## src/rtl/pdata_pkg.sv

```systemverilog
// pdata_pkg: PE opcode encoding and per-opcode shift length.
// Shared by the PE, the host-side controller and the bench.
package pdata_pkg;

  localparam logic [2:0] OUT_DATA1 = 3'd0;
  localparam logic [2:0] OUT_DATA2 = 3'd1;
  localparam logic [2:0] OUT_RES   = 3'd2;
  localparam logic [2:0] LOAD      = 3'd3;
  localparam logic [2:0] LOAD_RES  = 3'd4;
  localparam logic [2:0] MUL       = 3'd5;
  localparam logic [2:0] MUL_ADD   = 3'd6;
  localparam logic [2:0] NO_OP     = 3'd7;

  // Number of PE clock cycles an opcode must be held on the bus.
  function automatic int unsigned N(input logic [2:0] op, input int unsigned size);
    case (op)
      OUT_DATA1, OUT_DATA2: return size;
      OUT_RES:              return 4 * size;
      LOAD:                 return 2 * size;
      LOAD_RES:             return 4 * size;
      MUL, MUL_ADD:         return 1;
      default:              return 0;
    endcase
  endfunction

  function automatic logic is_out(input logic [2:0] op);
    return (op == OUT_DATA1) || (op == OUT_DATA2) || (op == OUT_RES);
  endfunction

endpackage

```

## src/rtl/pdata_ser.sv

```systemverilog
// pdata_ser: W-bit shift register feeding the PE serial input (MSB- or LSB-first)
// plus an indexed capture register assembling the PE serial output.
module pdata_ser #(
  parameter int unsigned W  = 128,
  parameter int unsigned IW = 8
) (
  input  logic          clk,
  input  logic          nRst,
  input  logic          i_load,
  input  logic [W-1:0]  i_load_data,
  input  logic          i_shift,
  input  logic          i_msb_first,
  output logic          o_next,
  input  logic          i_cap_clr,
  input  logic          i_cap_en,
  input  logic [IW-1:0] i_cap_idx,
  input  logic          i_cap_bit,
  output logic [W-1:0]  o_cap
);

  logic [W-1:0] r_sh;
  logic [W-1:0] r_cap;

  always_ff @(posedge clk or negedge nRst) begin
    if (!nRst) begin
      r_sh <= '0;
    end else if (i_load) begin
      r_sh <= i_load_data;
    end else if (i_shift) begin
      if (i_msb_first) r_sh <= {r_sh[W-2:0], 1'b0};
      else             r_sh <= {1'b0, r_sh[W-1:1]};
    end
  end

  // Bit that becomes the head after the next shift; the controller registers it onto pe_rx.
  assign o_next = i_msb_first ? r_sh[W-2] : r_sh[1];

  always_ff @(posedge clk or negedge nRst) begin
    if (!nRst) begin
      r_cap <= '0;
    end else if (i_cap_clr) begin
      r_cap <= '0;
    end else if (i_cap_en) begin
      for (int unsigned i = 0; i < W; i++) begin
        if (i_cap_idx == IW'(i)) r_cap[i] <= i_cap_bit;
      end
    end
  end

  assign o_cap = r_cap;

endmodule

```

## src/rtl/pdata_ctrl.sv

```systemverilog
// pdata_ctrl: host-side sequencer for one bit-serial pdata PE (IDLE -> SHIFT -> RESP).
// Optional macro PDATA_CTRL_STATS_EN adds a saturating response counter op_count.
module pdata_ctrl
  import pdata_pkg::*;
#(
  parameter  int unsigned SIZE = 32,
  localparam int unsigned CW   = $clog2(4*SIZE+1)
) (
  input  logic              clk,
  input  logic              nRst,
  input  logic              cmd_valid,
  output logic              cmd_ready,
  input  logic [2:0]        cmd_op,
  input  logic [4*SIZE-1:0] cmd_data,
  output logic              resp_valid,
  input  logic              resp_ready,
  output logic [4*SIZE-1:0] resp_data,
  output logic [2:0]        pe_opcode,
  output logic              pe_rx,
  input  logic              pe_tx
`ifdef PDATA_CTRL_STATS_EN
  ,
  output logic [15:0]       op_count
`endif
);

  localparam int unsigned W = 4 * SIZE;

  localparam logic [1:0] ST_IDLE  = 2'd0;
  localparam logic [1:0] ST_SHIFT = 2'd1;
  localparam logic [1:0] ST_RESP  = 2'd2;

  logic [1:0]    r_state;
  logic [2:0]    r_op;
  logic [2:0]    r_opcode;
  logic          r_rx;
  logic          r_cmd_ready;
  logic          r_resp_valid;
  logic [CW-1:0] r_cnt;
  logic [CW-1:0] r_len;
  logic          r_msb;

  logic          w_accept;
  logic          w_resp_hs;
  logic [CW-1:0] w_n;
  logic [W-1:0]  w_align;
  logic          w_msb;
  logic          w_first;
  logic          w_next;
  logic          w_cap_en;
  logic [CW-1:0] w_idx;

  assign w_accept  = cmd_valid && r_cmd_ready;
  assign w_resp_hs = r_resp_valid && resp_ready;
  assign w_n       = CW'(N(cmd_op, SIZE));
  assign w_msb     = (cmd_op == LOAD) || (cmd_op == LOAD_RES);

  // LOAD sends only the low 2*SIZE bits MSB first, so park them at the top of the register.
  always_comb begin
    w_align = '0;
    case (cmd_op)
      LOAD:                 w_align = {cmd_data[2*SIZE-1:0], {(2*SIZE){1'b0}}};
      LOAD_RES:             w_align = cmd_data;
      OUT_DATA1, OUT_DATA2: w_align = cmd_data;
      default:              w_align = '0;
    endcase
  end

  assign w_first  = w_msb ? w_align[W-1] : w_align[0];
  assign w_cap_en = (r_state == ST_SHIFT) && is_out(r_op);
  assign w_idx    = r_len - r_cnt;

  always_ff @(posedge clk or negedge nRst) begin
    if (!nRst) begin
      r_state      <= ST_IDLE;
      r_op         <= NO_OP;
      r_opcode     <= NO_OP;
      r_rx         <= 1'b0;
      r_cmd_ready  <= 1'b1;
      r_resp_valid <= 1'b0;
      r_cnt        <= '0;
      r_len        <= '0;
      r_msb        <= 1'b0;
    end else begin
      case (r_state)
        ST_IDLE: begin
          if (w_accept) begin
            r_op        <= cmd_op;
            r_cnt       <= w_n;
            r_len       <= w_n;
            r_msb       <= w_msb;
            r_cmd_ready <= 1'b0;
            if (cmd_op == NO_OP) begin
              r_state <= ST_RESP;
            end else begin
              r_state  <= ST_SHIFT;
              r_opcode <= cmd_op;
              r_rx     <= w_first;
            end
          end
        end
        ST_SHIFT: begin
          r_cnt <= r_cnt - CW'(1);
          if (r_cnt == CW'(1)) begin
            r_opcode <= NO_OP;
            r_rx     <= 1'b0;
            r_state  <= ST_RESP;
          end else begin
            r_rx <= w_next;
          end
        end
        ST_RESP: begin
          // resp_valid lags state entry by one edge, giving the N+1 cycle latency.
          if (w_resp_hs) begin
            r_resp_valid <= 1'b0;
            r_cmd_ready  <= 1'b1;
            r_state      <= ST_IDLE;
          end else begin
            r_resp_valid <= 1'b1;
          end
        end
        default: begin
          r_state      <= ST_IDLE;
          r_opcode     <= NO_OP;
          r_rx         <= 1'b0;
          r_cmd_ready  <= 1'b1;
          r_resp_valid <= 1'b0;
        end
      endcase
    end
  end

  pdata_ser #(
    .W  (W),
    .IW (CW)
  ) u_ser (
    .clk         (clk),
    .nRst        (nRst),
    .i_load      (w_accept),
    .i_load_data (w_align),
    .i_shift     (r_state == ST_SHIFT),
    .i_msb_first (r_msb),
    .o_next      (w_next),
    .i_cap_clr   (w_accept),
    .i_cap_en    (w_cap_en),
    .i_cap_idx   (w_idx),
    .i_cap_bit   (pe_tx),
    .o_cap       (resp_data)
  );

  assign cmd_ready  = r_cmd_ready;
  assign resp_valid = r_resp_valid;
  assign pe_opcode  = r_opcode;
  assign pe_rx      = r_rx;

`ifdef PDATA_CTRL_STATS_EN
  logic [15:0] r_op_count;

  always_ff @(posedge clk or negedge nRst) begin
    if (!nRst) begin
      r_op_count <= '0;
    end else if (w_resp_hs && (r_op_count != '1)) begin
      r_op_count <= r_op_count + 16'd1;
    end
  end

  assign op_count = r_op_count;
`endif

endmodule

```

## config.mk

```make
export PLATFORM = sky130hd
export DESIGN_NAME = pdata_ctrl
export DESIGN_NICKNAME = d
export VERILOG_FILES = /design/src/rtl/pdata_pkg.sv /design/src/rtl/pdata_ser.sv /design/src/rtl/pdata_ctrl.sv
export SDC_FILE = /design/constraint.sdc
export NUM_CORES = 1
export LEC_CHECK = 0
export ABC_AREA = 0
export CAP_MARGIN = 20
export CORE_UTILIZATION = 35
export CTS_BUF_LIST = sky130_fd_sc_hd__clkbuf_16
export CTS_CLUSTER_DIAMETER = 30
export DETAILED_ROUTE_END_ITERATION = 7
export GPL_TIMING_DRIVEN = 0
export MAX_ROUTING_LAYER = met4
export PLACE_DENSITY = 0.55
export SLEW_MARGIN = 20
export SYNTH_ARGS = -nofsm -noshare
export SYNTH_HDL_FRONTEND = slang
export SYNTH_SLANG_ARGS = --single-unit
```

## constraint.sdc

```tcl
create_clock -name clk -period 3.3 [get_ports clk]
set_input_delay 0.825 -clock clk [delete_from_list [all_inputs] [get_ports clk]]
set_output_delay 0.825 -clock clk [all_outputs]
set_load 0.03 [all_outputs]
```

Word level (Yosys, flattened, before mapping)

Cells that the tools add are included.

Bitwise logic cells: 2
$add $sub $neg: 2
Equality and inequality tests: 143
Multiplexer cells: 157
Reductions and logical operators: 280

Operator list:

| cell                                                 | count |
|---|---|
| two-way mux 128 bit                                  | 5 |
| equality test 8 x 7 -> 1 bit (second input constant) | 64 |
| nonzero test 2 bit                                   | 131 |
| AND reduction 2 bit                                  | 130 |
| equality test 8 x 6 -> 1 bit (second input constant) | 32 |
| one-hot mux 128 bit (2 select lines)                 | 1 |
| two-way mux 1 bit                                    | 136 |
| equality test 8 x 5 -> 1 bit (second input constant) | 16 |
| equality test 8 x 4 -> 1 bit (second input constant) | 8 |
| equality test 8 x 3 -> 1 bit (second input constant) | 4 |
| one-hot mux 8 bit (4 select lines)                   | 1 |
| equality test 8 x 1 -> 1 bit (second input constant) | 2 |
| equality test 8 x 2 -> 1 bit (second input constant) | 2 |
| one-hot mux 8 bit (2 select lines)                   | 1 |
| equality test 3 bit (second input constant)          | 4 |
| equality test 3 x 2 -> 1 bit (second input constant) | 3 |
| two-way mux 3 bit                                    | 3 |
| one-hot mux 3 bit (3 select lines)                   | 1 |
| AND reduction 3 bit                                  | 3 |
| logical NOT 8 bit                                    | 1 |
| two-way mux 2 bit                                    | 4 |
| two-way mux 8 bit                                    | 1 |
| OR reduction 2 bit                                   | 4 |
| subtractor 8 x 1 -> 8 bit (second input constant)    | 1 |
| other kinds (16)                                     | 26 |

Bits in registers: 284
Word-level logic and storage cells: 722
Bits of input ports: 136
Output and inout bits: 134

Logic depth before layout (Yosys ltp)

Depth after elaboration: 7
Depth in mapped cells: 13
Depth with buffers taken out: 10

By module

Synthesis repeated with hierarchy kept, for this count alone.

Cell total of the unflattened synthesis: 1636
Area total of the unflattened synthesis: 16346.9 um^2

By module, submodules not included:

| module     | sequential area each (um^2) | times used | cells an instance | area an instance (um^2) |
|---|---|---|---|---|
| pdata_ser  | 6406.1                      | 1          | 1321              | 13803.2 |
| pdata_ctrl | 609.3                       | 1          | 315               | 2543.7 |

Worst setup path before layout

OpenSTA, ideal clock, no wires.

Path type: register -> register
From: register r_cnt[0]
To: register u_ser.r_cap[96], in the netlist u_ser.o_cap[96]
Setup slack: 0.801 ns
Setup time: 0.135 ns
Path buffers: 2
Stages on the path, launching flop included: 12
Arrival: 2.365 ns
Cells stage by stage: dfrtp_1 ha_1 inv_1 ha_1 buf_2 nor3b_2 mux2_2 o32ai_1 nand2_1 buf_2 o211ai_1 o31ai_1

Cells in the longest elaborated chain, start to end: 4

Ends and longest elaborated chain:

| element                              | RTL line          | RTL |
|---|---|---|
| start: declaration                   | pdata_ctrl.sv:39  | `logic [CW-1:0] r_cnt;` |
| start signal: assignment             | pdata_ctrl.sv:89  | `r_cnt <= w_n;` |
| start signal: assignment             | pdata_ctrl.sv:103 | `r_cnt <= r_cnt - CW'(1);` |
| subtractor 8 bit                     | pdata_ctrl.sv:71  | `assign w_idx = r_len - r_cnt;` |
| equality test 8 x 7 -> 1 bit         | pdata_ser.sv:45   | `if (i_cap_idx == IW'(i)) r_cap[i] <= i_cap_bit;` |
| nonzero test 2 bit (no source line)  | -                 |  |
| AND reduction 2 bit (no source line) | -                 |  |
| end signal: indexed assignment       | pdata_ser.sv:45   |  |
| end: declaration                     | pdata_ser.sv:22   | `logic [W-1:0] r_cap;` |

No other way between the ends.
A chain may end at the register's enable or synchronous reset.

Final worst setup path

From: input port cmd_op[2]
To: register u_ser.r_sh[14]

Cells in the longest elaborated chain, start to end: 4
Elaborated cells between the ends (all ways): 7
Those cells by class: eq/ne: 3; mux: 2; reduce/logical: 2

Ends and longest elaborated chain:

| element                                           | RTL line         | RTL |
|---|---|---|
| start: declaration                                | pdata_ctrl.sv:13 | `input logic [2:0] cmd_op,` |
| equality test 3 bit, or another cell as far along | pdata_ctrl.sv:61 | `case (cmd_op)` |
| OR reduction 3 bit (no source line)               | -                |  |
| one-hot mux 128 bit (2 select lines) *            | pdata_ctrl.sv:61 |  |
| two-way mux 128 bit *                             | pdata_ser.sv:27  | `end else if (i_load) begin` |
| end signal: assignment                            | pdata_ser.sv:28  | `r_sh <= i_load_data;` |
| end signal: assignment                            | pdata_ser.sv:30  | `if (i_msb_first) r_sh <= {r_sh[W-2:0], 1'b0};` |
| end signal: assignment                            | pdata_ser.sv:31  | `else r_sh <= {1'b0, r_sh[W-1:1]};` |
| end: declaration                                  | pdata_ser.sv:21  | `logic [W-1:0] r_sh;` |

Every way passes the cells marked *; elsewhere a longest branch is shown, timed or not.

==> flow_summary.ini <==
[final_layout]
instances_no_fill = 2574
drive_above_1_share_pct = 10.05
syn_to_final_growth_pct = 41.43
num-fill-cells = 3897
nets = 2070

[logic_synthesis]
synth-edff-count = 0
synth_area_leaders = dfrtp_1 45%, mux2i_1 9.6%, o31ai_1 5.7%
synth_area_leader_cell = dfrtp_1
syn_nets = 1721
netlist_area_um2 = 15150
yosysMostFrequentCell = dfrtp_1
synth_cell_types = 57
syn_inst = 1579
synth_seq_cells = 280
synthTopCellsByCount = 273 x dfrtp_1, 146 x mux2i_1, 143 x nor2_1, 142 x a21oi_1, 131 x clkbuf_1
synthArstFlopShare_pct = 100.0
synth_top_cell_area_share_pct = 45.10
synth-seq-area-share_pct = 46.32
yosys_warnings = 0
avgSynthCellArea_um2 = 9.593
synth_ff_type = dfrtp_1

[cts]
cts_tree = yes
root_buffer = clkbuf_16
clk_latency_ns = 0.61
ctsHtreeMaxLevel = 3
holdBufCountCts = 0
clock_sinks = 280
cts_buffers = 78
clockBufferDepth = 3
clk_pin_slew_ns = 0.04

[detailed_routing]
drtAntennaViolNets = 0
wl_um = 53910
detail_route.vias_per_cell = 5.570
vias = 14340
dr.pass1.iters = 5
drc = 0
wl_per_cell_um = 20.94
drtIter0Drc = 1059

[timing]
fin_crit_ns = 3.112
final-hold-violation-count = 0
tightest_slew_ns = 0.9455
finalClockSkew_ns = 0.02010
period_share_pct = 94.31
hold_ws_ns = 0.1028
setup_violations = 0
worst_slack_ns = 0.1879
report.final.slew_viol_count = 0
maxSlewHeadroom_pct = 36.97
fmax_ghz = 0.3213
rsz0062_at_grt = false

[setup_path]
endpoint_kind = flip-flop
worst_setup_path_start_kind = primary input
cpMaxStageDelayCell = clkbuf_1
worstPathMaxFanout = 10
crit_family = buffers and inverters
crit_type = primary input to flip-flop
crit_buf_inv = 4
slowest_delay_ns = 0.69
path_cells = clkdlybuf4s50_1, a21oi_1, clkbuf_1, clkbuf_1, clkbuf_1, nand3_1, o21ai_0
r2r_slack_ns = 0.21
cpMostUsedCell = clkbuf_1
cp.required_ns = 3.80
arrival_ns = 3.62

[hold_path]
hp-class = primary input to asynchronous set/reset pin

[floorplanning]
initial_core_util_pct = 35.79
io_pins = 270
die_width_um = 210.0
core_um2 = 42320
row_count = 75
dieArea_um2 = 44110
die_y_um = 210.0

[place]
dpl.hpwl_um = 38780
place_congestion = 0.8856
numPlacedInstances = 2428
numPortBuffers = 269
dp_worst_setup_slack_ns = -0.4561

[power_and_ir_drop]
p_leak_nw = 8.394
pwr_density_cell_nw_per_um2 = 957.3
ir_drop_uv = 424.7

[global_route]
overflow = 0
grt_usage_pct = 25.42
grt_pass1_vias = 14670
grt_pass1_wl_um = 84150
antenna_found_initial = 7
grt_max_degree = 92

[outcome]
status = complete, no violations

[flow_run]
max_cap_viol_count = 0
## per-layer routing
layer  wire length [µm]  share of wire [%]  GRT usage (%)
met5                  0                  0              -
met4               2346                4.4          11.98
met3               3425                6.4          6.094
met2              25140                 47          39.79
met1              23000                 43          30.94
## sequential cells by signal, summed over array words and instances, names as in the netlist
signal and flops:
resp_valid 1, r_state 2, pe_rx 1, pe_opcode 3
u_ser.o_cap 128, r_msb 1, r_op 3, r_len 4
r_cnt 8, cmd_ready 1, u_ser.r_sh 128
## metrics by stage
| step | cell area (µm²) | setup TNS [ns] | util (%) | power [W] |
|---|---|---|---|---|
| finish | 21420 | 0 | 50.62 | 0.02051 |
| global route | 21420 | 0 | 50.62 | 0.02166 |
| CTS | 21410 | 0 | 50.58 | 0.02056 |
| detailed placement | 18650 | -35.39 | 44.07 | 0.01260 |
| global placement | 18560 | -3231.71 | 43.86 | 0.01246 |
| floorplan | 15150 | 0 | - | 0.01036 |
## where the power goes
group / internal, W / total [W] / switching, W
clock network: 0.00548 / 0.00788 / 0.00240
registers: 0.00446 / 0.00527 / 0.000815
logic: 0.00282 / 0.00735 / 0.00453
total: 0.0128 / 0.0205 / 0.00774
## cells in the final DEF (no fill, tap or decap), drive strengths merged, types with 51 or more instances in the layout
| cell | count |
|---|---|
| o22a | 64 |
| o21ai | 84 |
| nor2 | 144 |
| nand2 | 51 |
| a21oi | 142 |
| mux2i | 146 |
| clkbuf | 205 |
| buf | 58 |
| clkdlybuf4s50 | 268 |
| o211ai | 112 |
| nand3 | 68 |
| a22oi | 68 |
| dfrtp | 273 |
| o31ai | 114 |
## final timing paths
| check | to | cells past startpoint | startpoint |
|---|---|---|---|
| setup / recovery | u_ser.r_sh[14] | 7 | cmd_op[2] |
| setup reg to reg | u_ser.o_cap[17] | 11 | r_cnt[0] |
| min in group clk | r_len[6] | 2 | r_len[6] |
| max in group asynchronous | u_ser.r_sh[88] | 3 | nRst |
| hold / removal | resp_valid | 1 | nRst |
| hold reg to reg | r_len[6] | 2 | r_len[6] |
## area by class of cell
type | instances | area, µm² | area share, %
Inverter | 12 | 45.04 | 0.2103
Buffer | 181 | 752.0 | 3.510
Sequential cell | 280 | 7015 | 32.75
Clock inverter | 64 | 800.8 | 3.738
Tap cell | 577 | 721.9 | 3.370
Antenna cell | 7 | 17.52 | 0.08177
Timing Repair Buffer | 272 | 2780 | 12.98
Clock buffer | 78 | 1952 | 9.112
Multi-Input combinational cell | 1103 | 7337 | 34.25
## cells by family (layout without fill, tap and decap cells)
family | count (synthesis) | count (layout) | synth area share [%]
AOI/OAI and AO/OA | 609 | 609 | 27.31
xor gates and xnor gates | 9 | 9 | 0.6939
adders and majority gates | 6 | 6 | 0.4956
buffers and inverters | 196 | 607 | 5.270
DFF | 280 | 280 | 46.32
muxes | 150 | 150 | 9.945
other | 0 | 7 | 0
and+or+nand+nor | 329 | 329 | 9.970
## what timing repair did
| action | CTS | global route |
|---|---|---|
| pin swaps | 0 | 0 |
| gates cloned | 0 | 0 |
| buffers inserted | 0 | 0 |
| resized for setup | 2 | 11 |
| endpoints found under the setup margin | 10 | 33 |
Power figures use the tool's default switching activity.
